### config.mk
export PLATFORM = sky130hd
export DESIGN_NAME = rr_slot_deserializer
export DESIGN_NICKNAME = d
export VERILOG_FILES = /design/src/rtl/rr_pkg.sv /design/src/rtl/rr_frame_outreg.sv /design/src/rtl/rr_slot_deserializer.sv
export SDC_FILE = /design/constraint.sdc
export NUM_CORES = 1
export LEC_CHECK = 0
export BUFFER_PORTS_ARGS = -buffer_cell sky130_fd_sc_hd__buf_2
export CORE_AREA = 2 2 39 41
export DETAILED_ROUTE_END_ITERATION = 16
export DIE_AREA = 0 0 41 43
export PLACE_DENSITY = 0.67
export SYNTH_ARGS = -nofsm -noshare
export SYNTH_HDL_FRONTEND = slang
export SYNTH_SLANG_ARGS = --single-unit
### constraint.sdc
create_clock -name clk -period 1.1 [get_ports clk]
set_input_delay 0.11 -clock clk [delete_from_list [all_inputs] [get_ports clk]]
set_output_delay 0.11 -clock clk [all_outputs]
set_load 0.02 [all_outputs]
### src/rtl/rr_pkg.sv
`default_nettype none
// ============================================================================
//  Module      : rr_pkg
//  Description : Shared types and constants for the round-robin slot link.
//                Slot order is a->b->c->d, one slot per clock.
//  Revision    : 1.0  initial release
// ============================================================================
package rr_pkg;

  localparam int NUM_SLOTS = 4;
  localparam int SLOT_W    = $clog2(NUM_SLOTS);

  // Named slots; bit k of a frame carries slot k.
  typedef enum logic [SLOT_W-1:0] {
    SLOT_A = 2'd0,
    SLOT_B = 2'd1,
    SLOT_C = 2'd2,
    SLOT_D = 2'd3
  } slot_e;

  // Receiver FSM state encoding.
  typedef logic [0:0] state_t;
  localparam state_t ST_ALIGN   = 1'b0;
  localparam state_t ST_COLLECT = 1'b1;

  typedef logic [NUM_SLOTS-1:0] frame_t;

endpackage
`default_nettype wire

### src/rtl/rr_frame_outreg.sv
`default_nettype none
// ============================================================================
//  Module      : rr_frame_outreg
//  Description : One-entry valid/ready output register. A frame arriving
//                while the held frame is still unconsumed is dropped and a
//                sticky overrun flag is raised. An accept on the same edge as
//                a new arrival makes room, so that case is a clean reload.
//  Revision    : 1.0  initial release
// ============================================================================
module rr_frame_outreg #(
  parameter int W = 4
) (
  input  logic         clk,
  input  logic         rst,
  input  logic         load_i,
  input  logic [W-1:0] data_i,
  input  logic         ready_i,
  input  logic         clr_i,
  output logic [W-1:0] data_o,
  output logic         valid_o,
  output logic         overrun_o
);

  logic [W-1:0] data_q, data_d;
  logic         valid_q, valid_d;
  logic         ovr_q, ovr_d;
  logic         accept_w;
  logic         drop_w;

  // Next-state for the holding register; ready only reaches the flops.
  always_comb begin
    accept_w = valid_q & ready_i;
    drop_w   = load_i & valid_q & ~ready_i;
    data_d   = data_q;
    valid_d  = valid_q;
    if (load_i && !drop_w) begin
      data_d  = data_i;
      valid_d = 1'b1;
    end else if (accept_w) begin
      valid_d = 1'b0;
    end
    // A drop on the same edge as a clear keeps the flag set.
    if (drop_w) begin
      ovr_d = 1'b1;
    end else if (clr_i) begin
      ovr_d = 1'b0;
    end else begin
      ovr_d = ovr_q;
    end
  end

  // Output register state with synchronous active-low reset.
  always_ff @(posedge clk) begin
    if (!rst) begin
      data_q  <= '0;
      valid_q <= 1'b0;
      ovr_q   <= 1'b0;
    end else begin
      data_q  <= data_d;
      valid_q <= valid_d;
      ovr_q   <= ovr_d;
    end
  end

  assign data_o    = data_q;
  assign valid_o   = valid_q;
  assign overrun_o = ovr_q;

endmodule
`default_nettype wire

### src/rtl/rr_slot_deserializer.sv
`default_nettype none
// ============================================================================
//  Module      : rr_slot_deserializer
//  Description : Receive side of the 4-way round-robin slot link. Discards the
//                serializer pipeline latency after reset, then collects one
//                bit per slot into a frame and hands complete frames to a
//                valid/ready output register. Collection never stalls.
//  Revision    : 1.0  initial release
// ============================================================================
module rr_slot_deserializer #(
  parameter int NUM_SLOTS = 4,
  parameter int LATENCY   = 1
) (
  input  logic                         clk,
  input  logic                         rst,
  input  logic                         ser_in_i,
  output logic [NUM_SLOTS-1:0]         frame_data_o,
  output logic                         frame_valid_o,
  input  logic                         frame_ready_i,
  output logic [$clog2(NUM_SLOTS)-1:0] slot_idx_o,
  output logic                         overrun_o,
  input  logic                         overrun_clr_i
);

  import rr_pkg::*;

  localparam int IDX_W = $clog2(NUM_SLOTS);
  localparam int CNT_W = (LATENCY > 0) ? $clog2(LATENCY + 1) : 1;
  localparam logic [CNT_W-1:0] LAT_C    = CNT_W'(LATENCY);
  localparam logic [IDX_W-1:0] LAST_C   = IDX_W'(NUM_SLOTS - 1);
  // With no pipeline latency the very first sample is already slot 0.
  localparam state_t           ST_RESET = (LATENCY == 0) ? ST_COLLECT : ST_ALIGN;

  state_t               state_q, state_d;
  logic [CNT_W-1:0]     cnt_q, cnt_d;
  logic [IDX_W-1:0]     slot_q, slot_d;
  logic [NUM_SLOTS-1:0] asm_q, asm_d;
  logic [NUM_SLOTS-1:0] word_w;
  logic                 done_w;

  // Alignment countdown, slot counter and frame assembly.
  always_comb begin
    state_d = state_q;
    cnt_d   = cnt_q;
    slot_d  = slot_q;
    asm_d   = asm_q;
    done_w  = 1'b0;
    word_w  = asm_q;
    word_w[slot_q] = ser_in_i;
    case (state_q)
      ST_ALIGN: begin
        slot_d = '0;
        if (cnt_q <= CNT_W'(1)) begin
          cnt_d   = '0;
          state_d = ST_COLLECT;
        end else begin
          cnt_d = cnt_q - CNT_W'(1);
        end
      end
      ST_COLLECT: begin
        asm_d  = word_w;
        slot_d = slot_q + IDX_W'(1);
        done_w = (slot_q == LAST_C);
      end
      default: state_d = ST_ALIGN;
    endcase
  end

  // FSM, counter and assembly registers with synchronous active-low reset.
  always_ff @(posedge clk) begin
    if (!rst) begin
      state_q <= ST_RESET;
      cnt_q   <= LAT_C;
      slot_q  <= '0;
      asm_q   <= '0;
    end else begin
      state_q <= state_d;
      cnt_q   <= cnt_d;
      slot_q  <= slot_d;
      asm_q   <= asm_d;
    end
  end

  rr_frame_outreg #(
    .W (NUM_SLOTS)
  ) u_outreg (
    .clk       (clk),
    .rst       (rst),
    .load_i    (done_w),
    .data_i    (word_w),
    .ready_i   (frame_ready_i),
    .clr_i     (overrun_clr_i),
    .data_o    (frame_data_o),
    .valid_o   (frame_valid_o),
    .overrun_o (overrun_o)
  );

  assign slot_idx_o = slot_q;

endmodule
`default_nettype wire

==> flow_summary.json, run 1 <==
{
  "powerDensity_nw_per_um2": 1197,
  "drt_wl_total_um": 967,
  "final_hold_viol_count": 0,
  "path_clk_slew_ns": 0.08,
  "hold_path.class": "in -> reg",
  "dieHeight_um": 43,
  "status": "complete, but fails checks",
  "final.fill_count": 135,
  "rows": 14,
  "vias": 398,
  "start_util_pct": 39.78,
  "period_minus_slack_ns": 1.104,
  "clock-root-buffer": "clkbuf_4",
  "slew_headroom_pct": 80.08,
  "totalPowerFinal_uw": 817.4,
  "grt_pass1_vias": 388,
  "dp_hpwl_um": 686.1,
  "synth_fp_nets": 62,
  "grt_pass1_wl_mm": 1.545,
  "tightest_slew_ns": 0.2988,
  "dieArea_um2": 1763,
  "cts.sinks": 12,
  "synth_ff_type": "dfxtp_1",
  "routed_via_density": 4.738,
  "period_share_pct": 100.4,
  "ys_top_cells_by_area": "dfxtp_1, mux2i_1, ha_1",
  "drive_above_1_share_pct": 45.59,
  "cts_max_path_buffers": 2,
  "synth_top_area_share_pct": 43.64,
  "tritoncts": "built",
  "setup_viol": 1,
  "diodes": 0,
  "synth_top_area_cell": "dfxtp_1",
  "antenna_found_initial": 0,
  "grt_max_degree": 9,
  "hp-start": "overrun_clr_i",
  "netlist_area_um2": 550.5,
  "yosysSeqAreaShare_pct": 43.64,
  "final_core_util_pct": 49.37,
  "synth-seq-cells": 12,
  "grt.overflow.total": 0,
  "areaGrowthSynthToFinish_pct": 24.09,
  "post_drt_wl_per_cell_um": 11.51,
  "reg2reg_from": "slot_idx_o[1]",
  "postSynthCellCount": 53,
  "cp-end-kind": "register",
  "synthTopCellsByCount": "dfxtp_1, mux2i_1, a21oi_1, ha_1, nand2_1",
  "postSynth.asyncResetShare_pct": 0,
  "fmax_mhz": 905.8,
  "final_net_count": 78,
  "drc": 0,
  "slew_violations": 0,
  "die_w_um": 41,
  "critPathLaunchType": "register",
  "worst_slack_ns": -0.004028,
  "cp.required_ns": 1.30,
  "worstPathArrival_ns": 1.30,
  "ys_warn_count": 0,
  "yosysMostFrequentCell": "dfxtp_1",
  "rsz0062_at_grt": "true",
  "clk_latency_ns": 0.27,
  "grtUsageTotal_pct": 12.85,
  "violations": "setup timing",
  "numCtsBuffers": 3,
  "drtAntennaViolNets": 0,
  "maxCapViolCount": 0,
  "place_congestion": 0.7033,
  "final_cells": 84,
  "port_buffers": 12,
  "avgSynthCellArea_um2": 10.39,
  "ios": 13,
  "critical_path_class": "reg -> reg",
  "synth_edf_count": 0,
  "leakagePower_nw": 0.3031,
  "dp.cells": 79,
  "first_iter_violations": 7,
  "post-cts-setup-buffers": 0,
  "irDropWorstVdd_v": 0.0007623,
  "startpoint": "slot_idx_o[1]",
  "core-area_um2": 1384,
  "ys_types": 19,
  "h-tree-depth": 1,
  "skew_ns": 0.003587,
  "critPathMaxFanout": 6,
  "firstDrtPassIters": 4
}
[worst max-delay path: stages (launching register included)]
cell	delay, ns
dfxtp_4	0.37
ha_4	0.16
and2_4	0.17
and2_4	0.15
a211oi_2	0.17
[final cells by class]
type / count / area, µm² / area share, %
sequential: 12 / 247.7 / 36.26
multi-input combinational: 34 / 296.5 / 43.41
timing repair buffer: 14 / 77.57 / 11.36
clock buffer: 4 / 26.28 / 3.846
inverter: 4 / 15.01 / 2.198
tap: 16 / 20.02 / 2.930
[per-stage QoR]
| stage | TNS [ns] | instance area [µm²] | hold WS (ns) | worst slack, ns |
|---|---|---|---|---|
| after floorplan | -0.1259 | 570.5 | 0.1377 | -0.04198 |
| after global placement | 0 | 628.1 | 0.2759 | 0.01773 |
| after detailed placement | 0 | 628.1 | 0.2798 | 0.01177 |
| after CTS | -0.002495 | 666.9 | 0.1430 | -0.002495 |
| after global routing | -0.2547 | 683.2 | 0.1590 | -0.06158 |
| final | -0.004028 | 683.2 | 0.1525 | -0.004028 |
[repair_timing]
item	in CTS	in global routing
resized for setup	1	4
setup endpoints to repair	2	7
hold buffers	1	0
endpoints found under the hold margin	1	0
pin swaps	0	1
[cells in the final DEF, fill, tap and decap left out]
cell type	n
ha_2	1
o22ai_1	1
buf_4	1
mux2i_1	5
buf_2	12
and3_2	2
dfxtp_1	10
inv_2	2
nand3_1	1
a21bo_1	1
and2_4	2
nand2b_1	1
nand2_1	4
mux2i_2	1
a21oi_1	5
dlygate4sd3_1	1
and2_1	1
inv_1	2
clkbuf_4	3
dfxtp_4	2
ha_4	2
clkbuf_1	1
ha_1	1
a211oi_2	3
nor2_1	3
[power by group]
part / switching [mW] / internal (mW) / total [mW]
Combinational: 0.0395 / 0.0351 / 0.0746
Clock: 0.149 / 0.141 / 0.290
Sequential: 0.0109 / 0.442 / 0.453
Total: 0.200 / 0.618 / 0.817
[logic make-up (layout without fill, tap and decap cells)]
kind of cell	count (synthesis)	count (layout)	synth area share, %
adders and majority gates	4	4	9.091
DFF	12	12	43.64
muxes	6	6	10.91
buffers and inverters	7	22	8.179
and+or+nand+nor	14	14	13.86
AOI/OAI and AO/OA	10	10	14.32
[registers in the layout, indices dropped and copies added, names as in the netlist]
name and count:
u_outreg.data_o 4, state_q 1, u_outreg.valid_o 1, slot_idx_o 2
u_outreg.overrun_o 1, asm_q 3
[final timing paths]
| check | slack (ns) | depth (start not counted) | end |
|---|---|---|---|
| max | -0.004 | 4 | u_outreg.data_o[2] |
| min | 0.15 | 3 | u_outreg.overrun_o |
| max reg2reg | -0.004 | 4 | u_outreg.data_o[2] |
| min reg2reg | 0.51 | 2 | asm_q[1] |
[metal layers]
| metal | global-route usage (%) | part of all wire [%] | vias to the layer above |
|---|---|---|---|
| met3 | 3.141 | 6.6 | 0 |
| li1 | - | - | 208 |
| met2 | 18.75 | 47 | 14 |
| met1 | 16.17 | 46 | 176 |
| met4 | 8.000 | 0 | 0 |
| met5 | 0 | 0 | - |
Note: power is estimated with default switching activity, not from simulation.
==> run 2, diff against run 1 <==
--- a/config.mk
+++ b/config.mk
@@ -9,7 +9,7 @@
 export CORE_AREA = 2 2 39 41
 export DETAILED_ROUTE_END_ITERATION = 16
 export DIE_AREA = 0 0 41 43
-export PLACE_DENSITY = 0.67
+export PLACE_DENSITY = 0.76
 export SYNTH_ARGS = -nofsm -noshare
 export SYNTH_HDL_FRONTEND = slang
 export SYNTH_SLANG_ARGS = --single-unit
==> run 2 against run 1 <==
Effect of this change:
- the flow now finishes without violations
- cell count down 1.2%
- register-to-register slack improved by 0.02 ns
- power up 5.7%
- utilization decreased by 0.81 points
- critical endpoint is now u_outreg.data_o[1]
- largest power group unchanged
==> flow_summary.json, run 2 (synthesis gave the netlist of run 1 again) <==
{
  "path_cells": "ha_4, and2_4, and2_4, a211oi_2",
  "dieHeight_um": 43,
  "rows": 14,
  "final_cell_mix": "buf_2, dfxtp_1, mux2i_1",
  "first_iter_violations": 2,
  "rr_endpoint": "u_outreg.data_o[1]",
  "cpPeakStageDelay_ns": 0.37,
  "port_buffers": 12,
  "place_congestion": 0.6766,
  "r2r_slack_ns": 0.02,
  "post_drt_wl_per_cell_um": 10.17,
  "min_to": "u_outreg.data_o[3]",
  "final_common_cell": "buf_2",
  "path_clk_slew_ns": 0.08,
  "hp-start": "ser_in_i",
  "skew_ns": 0.003059,
  "drc": 0,
  "critPathLaunchType": "register",
  "critical_path_class": "reg -> reg",
  "hold_path.class": "in -> reg",
  "status": "complete, no violations",
  "worstHoldPathCells": 3,
  "design_area_um2": 671.9,
  "slew_violations": 0,
  "grt_max_degree": 9,
  "numCtsBuffers": 3,
  "rsz0062_at_grt": "true",
  "worstPathArrival_ns": 1.28,
  "critPathMaxFanout": 6,
  "ios": 13,
  "irDropWorstVdd_v": 0.0004949,
  "critPathMostFrequentCell": "and2_4",
  "cp-end-kind": "register",
  "diodes": 0,
  "period_minus_slack_ns": 1.081,
  "holdWs_ns": 0.1488,
  "setup_viol": 0,
  "dieArea_um2": 1763,
  "pre_cts_slack_ns": -0.003448,
  "largest_register_ffs": 4,
  "slowest_stage": "dfxtp_4",
  "ff2ff_path_depth": 4,
  "clock-root-buffer": "clkbuf_4",
  "drt_wl_total_um": 844,
  "leakagePower_nw": 0.3024,
  "dp_hpwl_um": 639.3,
  "die_w_um": 41,
  "final_net_count": 77,
  "final_hold_viol_count": 0,
  "placed_area_um2": 620.6,
  "fmax_mhz": 924.9,
  "routed_via_density": 4.916,
  "drtAntennaViolNets": 0,
  "grtUsageTotal_pct": 11.71,
  "worst_slack_ns": 0.01885,
  "grt_pass1_wl_mm": 1.380,
  "firstDrtPassIters": 2,
  "cp.required_ns": 1.30,
  "grt.overflow.total": 0,
  "tritoncts": "built",
  "reg2reg_from": "slot_idx_o[1]",
  "h-tree-depth": 1,
  "clk_latency_ns": 0.27,
  "powerDensity_nw_per_um2": 1286,
  "cts.sinks": 12,
  "antenna_found_initial": 0,
  "core-area_um2": 1384,
  "vias": 408,
  "cts_max_path_buffers": 2,
  "maxCapViolCount": 0,
  "tightest_slew_ns": 0.2888,
  "areaGrowthSynthToFinish_pct": 22.05,
  "start_util_pct": 39.78,
  "drive_above_1_share_pct": 43.28,
  "grt_pass1_vias": 338,
  "slew_headroom_pct": 80.75,
  "period_share_pct": 98.29
}
[run 2: changes by cell type in the layout (fill, tap and decap cells not counted), sizes merged]
cell,previous run,this run
buf,13,12
[run 2: worst max path at each step]
stage,from,to,slack (ns),cells after the start
global placement,slot_idx_o[1],u_outreg.data_o[1],0.03,4
global route,slot_idx_o[0],u_outreg.data_o[2],-0.05,4
floorplan,slot_idx_o[1],u_outreg.data_o[0],-0.04,5
finish,slot_idx_o[1],u_outreg.data_o[1],0.02,4
detailed placement,slot_idx_o[0],asm_q[2],-0.003,5
CTS,slot_idx_o[1],u_outreg.data_o[1],0.007,4
[run 2: critical path: cells and delay by family, from the launching register on]
family	cells	cell delay, ns
simple gates	2	0.32
flops	1	0.37
fa+ha+maj	1	0.16
compound gates	1	0.16
[run 2: area by class of cell]
cell class / count / area [µm²]
well taps: 16 / 20.02
repair buffers: 13 / 70.07
fillers: 128 / 711.9
inverters: 4 / 15.01
clock buffers: 4 / 36.28
flip-flops and latches: 12 / 247.7
multi-input cells: 34 / 282.8
[run 2: metrics by stage]
step	utilization [%]	TNS, ns	cells	power, mW
after floorplan	-	-0.1259	53	0.5079
after global placement	44.85	0	78	0.5270
after detailed placement	44.85	-0.003448	78	0.5277
after CTS	48.37	0	83	0.8772
after global routing	48.55	-0.1411	83	0.9125
final	48.55	0	83	0.8641
[run 2: power breakdown]
group	leakage, nW	total [mW]	switching [mW]	internal (mW)
Sequential	0.0990	0.452	0.0103	0.442
Clock	0.0210	0.344	0.143	0.201
Combinational	0.182	0.0676	0.0362	0.0314
[run 2: layer usage]
metal	vias up	track usage (%)	share of wire [%]
li1	207	-	-
met1	188	15.03	48
met2	11	16.25	44
met3	2	3.141	5.5
met4	0	8.000	2.1
met5	-	0	0
[run 2: timing repair]
| action | CTS | global route |
|---|---|---|
| hold buffers | 1 | 0 |
| setup endpoints to repair | 2 | 5 |
| endpoints found under the hold margin | 1 | 0 |
| setup buffers | 0 | 0 |
| resized for setup | 1 | 1 |
| pin swaps | 0 | 1 |
==> run 3, diff against run 2 <==
--- a/config.mk
+++ b/config.mk
@@ -5,11 +5,12 @@
 export SDC_FILE = /design/constraint.sdc
 export NUM_CORES = 1
 export LEC_CHECK = 0
+export ABC_AREA = 1
 export BUFFER_PORTS_ARGS = -buffer_cell sky130_fd_sc_hd__buf_2
-export CORE_AREA = 2 2 39 41
+export CORE_UTILIZATION = 45
 export DETAILED_ROUTE_END_ITERATION = 16
-export DIE_AREA = 0 0 41 43
-export PLACE_DENSITY = 0.76
+export PLACE_DENSITY = 0.79
 export SYNTH_ARGS = -nofsm -noshare
 export SYNTH_HDL_FRONTEND = slang
+export SYNTH_HIERARCHICAL = 1
 export SYNTH_SLANG_ARGS = --single-unit
==> run 3 against run 2 <==
Effect of this change:
- the run now ends with setup timing left
- first-iteration DRC count increased to 8.0 times the previous value
- non-clock buffer count increased by 2
- global-route usage increased by 5.6 points
- synthesized cell count increased by 70%
- design area increased by 21%
- synthesized area increased by 15%
- largest power group unchanged
- highest routed layer unchanged
==> flow_summary.json, run 3 <==
{
  "worstPathArrival_ns": 1.29,
  "antenna_found_initial": 0,
  "h-tree-depth": 1,
  "critPathMaxFanout": 4,
  "ys_types": 16,
  "ys_top_cells_by_area": "dfxtp_1, nand2_1, inv_1",
  "clk_latency_ns": 0.28,
  "powerDensity_nw_per_um2": 1120,
  "wl_met3_um": 86,
  "critical_path_class": "reg -> reg",
  "wl_met2_um": 606,
  "grt.overflow.total": 0,
  "postSynthCellCount": 90,
  "clock-root-buffer": "clkbuf_4",
  "place_congestion": 0.7918,
  "netlist_area_um2": 631.9,
  "hold_buffers": 0,
  "ys_warn_count": 6,
  "cp.depth": 8,
  "areaGrowthSynthToFinish_pct": 28.91,
  "rr_endpoint": "u_outreg/data_o[0]",
  "dieArea_um2": 1558,
  "yosysMostFrequentCell": "nand2_1",
  "final_net_count": 117,
  "avgSynthCellArea_um2": 7.021,
  "grt_max_degree": 12,
  "irDropWorstVdd_v": 0.0007017,
  "reg2reg_from": "slot_idx_o[0]",
  "synthTopCellsByCount": "nand2_1, inv_1, dfxtp_1, nor2_1, nand3_1",
  "leakagePower_nw": 0.4111,
  "ios": 13,
  "critPathMostFrequentCell": "nand2_1",
  "design_area_um2": 814.5,
  "synth_fp_nets": 99,
  "first_iter_violations": 16,
  "rsz0062_at_grt": "true",
  "drive_above_1_share_pct": 34.58,
  "dieHeight_um": 39.47,
  "cp.required_ns": 1.28,
  "holdWs_ns": 0.05324,
  "grt_pass1_wl_mm": 1.759,
  "placed_area_um2": 716.9,
  "slew_headroom_pct": 88.97,
  "synth_top_area_share_pct": 41.19,
  "ff2ff_path_depth": 8,
  "highest_layer": "met4",
  "cp_top_family": "flip-flops",
  "rows": 13,
  "final_cells": 122,
  "period_share_pct": 100.9,
  "synth_top_area_cell": "dfxtp_1",
  "tightest_slew_ns": 0.1649,
  "tritoncts": "built",
  "final_cell_mix": "nand2_1, inv_1, nor2_1",
  "vias": 579,
  "synth-seq-cells": 13,
  "firstDrtPassIters": 4,
  "synth_edf_count": 0,
  "grtUsageTotal_pct": 17.33,
  "endpoint": "u_outreg/data_o[0]",
  "wl_met1_um": 521,
  "cts.sinks": 13,
  "critPathBufInv": 2,
  "numCtsBuffers": 3,
  "final_hold_viol_count": 0,
  "die_w_um": 39.47,
  "path_clk_slew_ns": 0.07,
  "post_drt_wl_per_cell_um": 10.20,
  "skew_ns": 0.0006968,
  "port_buffers": 12,
  "startpoint": "slot_idx_o[0]",
  "diodes": 0,
  "critPathLaunchType": "register",
  "dp.cells": 116,
  "drt_wl_total_mm": 1.244,
  "drtAntennaViolNets": 0,
  "yosysSeqAreaShare_pct": 41.19,
  "worst_slack_ns": -0.009824,
  "final_common_cell": "nand2_1",
  "grt_pass1_vias": 465,
  "routed_via_density": 4.746,
  "slowest_stage": "dfxtp_4",
  "postSynth.asyncResetShare_pct": 0,
  "violations": "setup timing",
  "hold_path.class": "in -> reg",
  "synth_ff_type": "dfxtp_1",
  "cpPeakStageDelay_ns": 0.41,
  "maxCapViolCount": 0,
  "core-area_um2": 1301,
  "cp-end-kind": "register",
  "dp_hpwl_um": 824.1,
  "path_cells": "inv_4, ha_4, nand2_1, nand2_1, inv_1, nand3_1, nand2_1, nor2_1",
  "drc": 0,
  "status": "complete, but fails checks",
  "period_minus_slack_ns": 1.110,
  "r2r_slack_ns": -0.01,
  "setup_viol": 1,
  "totalPowerFinal_uw": 912.5,
  "slew_violations": 0,
  "cts_max_path_buffers": 2,
  "fmax_mhz": 901.0,
  "start_util_pct": 48.56
}
## run 3: cell count changes in the layout (fill, tap and decap cells not counted), moves of 4 or more
cell     before  now
buf_4         0    4
inv_1         3   13
mux2i_1       6    0
nand2_1       4   17
nand3_1       1    8
nor2_1        3   12
## run 3: kinds of logic after synthesis
family | after synthesis | share of synthesized area, %
AND/OR/NAND/NOR | 43 | 29.51
buffers and inverters | 22 | 15.05
adder cells (fa/ha/maj) | 4 | 7.921
flip-flops | 13 | 41.19
AO/OA/AOI/OAI | 8 | 6.335
## run 3: how the worst min path moves through the flow
stage,from,to,cells after the start
detailed placement,rst,state_q,1
floorplan,rst,state_q,0
finish,rst,state_q,1
global route,rst,state_q,1
global placement,rst,state_q,1
CTS,rst,state_q,1
## run 3: timing repair
action,4_1_cts,5_1_grt
setup buffers,1,1
setup endpoints to repair,2,4
gates resized for setup,3,15
pin swaps,1,6
## run 3: per-stage QoR
step / util, % / setup TNS (ns) / setup slack (ns)
floorplan: - / 0 / 0.002299
global placement: 55.10 / 0 / 0.01236
detailed placement: 55.10 / -0.02264 / -0.02140
CTS: 58.17 / 0 / 0.0007666
global route: 62.60 / -0.1688 / -0.06887
finish: 62.60 / -0.009824 / -0.009824
## run 3: final cells by class
| cell class | instances | area [µm²] |
|---|---|---|
| fillers | 121 | 486.7 |
| multi-input cells | 55 | 331.6 |
| flip-flops and latches | 13 | 267.8 |
| repair buffers | 15 | 85.08 |
| inverters | 20 | 85.08 |
| clock buffers | 4 | 26.28 |
| well taps | 15 | 18.77 |
## run 3: where the power goes
group | switching (mW) | total, mW | internal (mW) | leakage [nW]
clock | 0.154 | 0.295 | 0.141 | 0.0150
combinational | 0.0674 | 0.118 | 0.0508 | 0.289
sequential | 0.0168 | 0.499 | 0.483 | 0.107
## run 3: routing by layer
| layer | track usage [%] | up-vias |
|---|---|---|
| li1 | - | 302 |
| met1 | 17.12 | 249 |
| met2 | 31.15 | 24 |
| met3 | 10.23 | 4 |
| met4 | 2.586 | 0 |
| met5 | 0 | - |
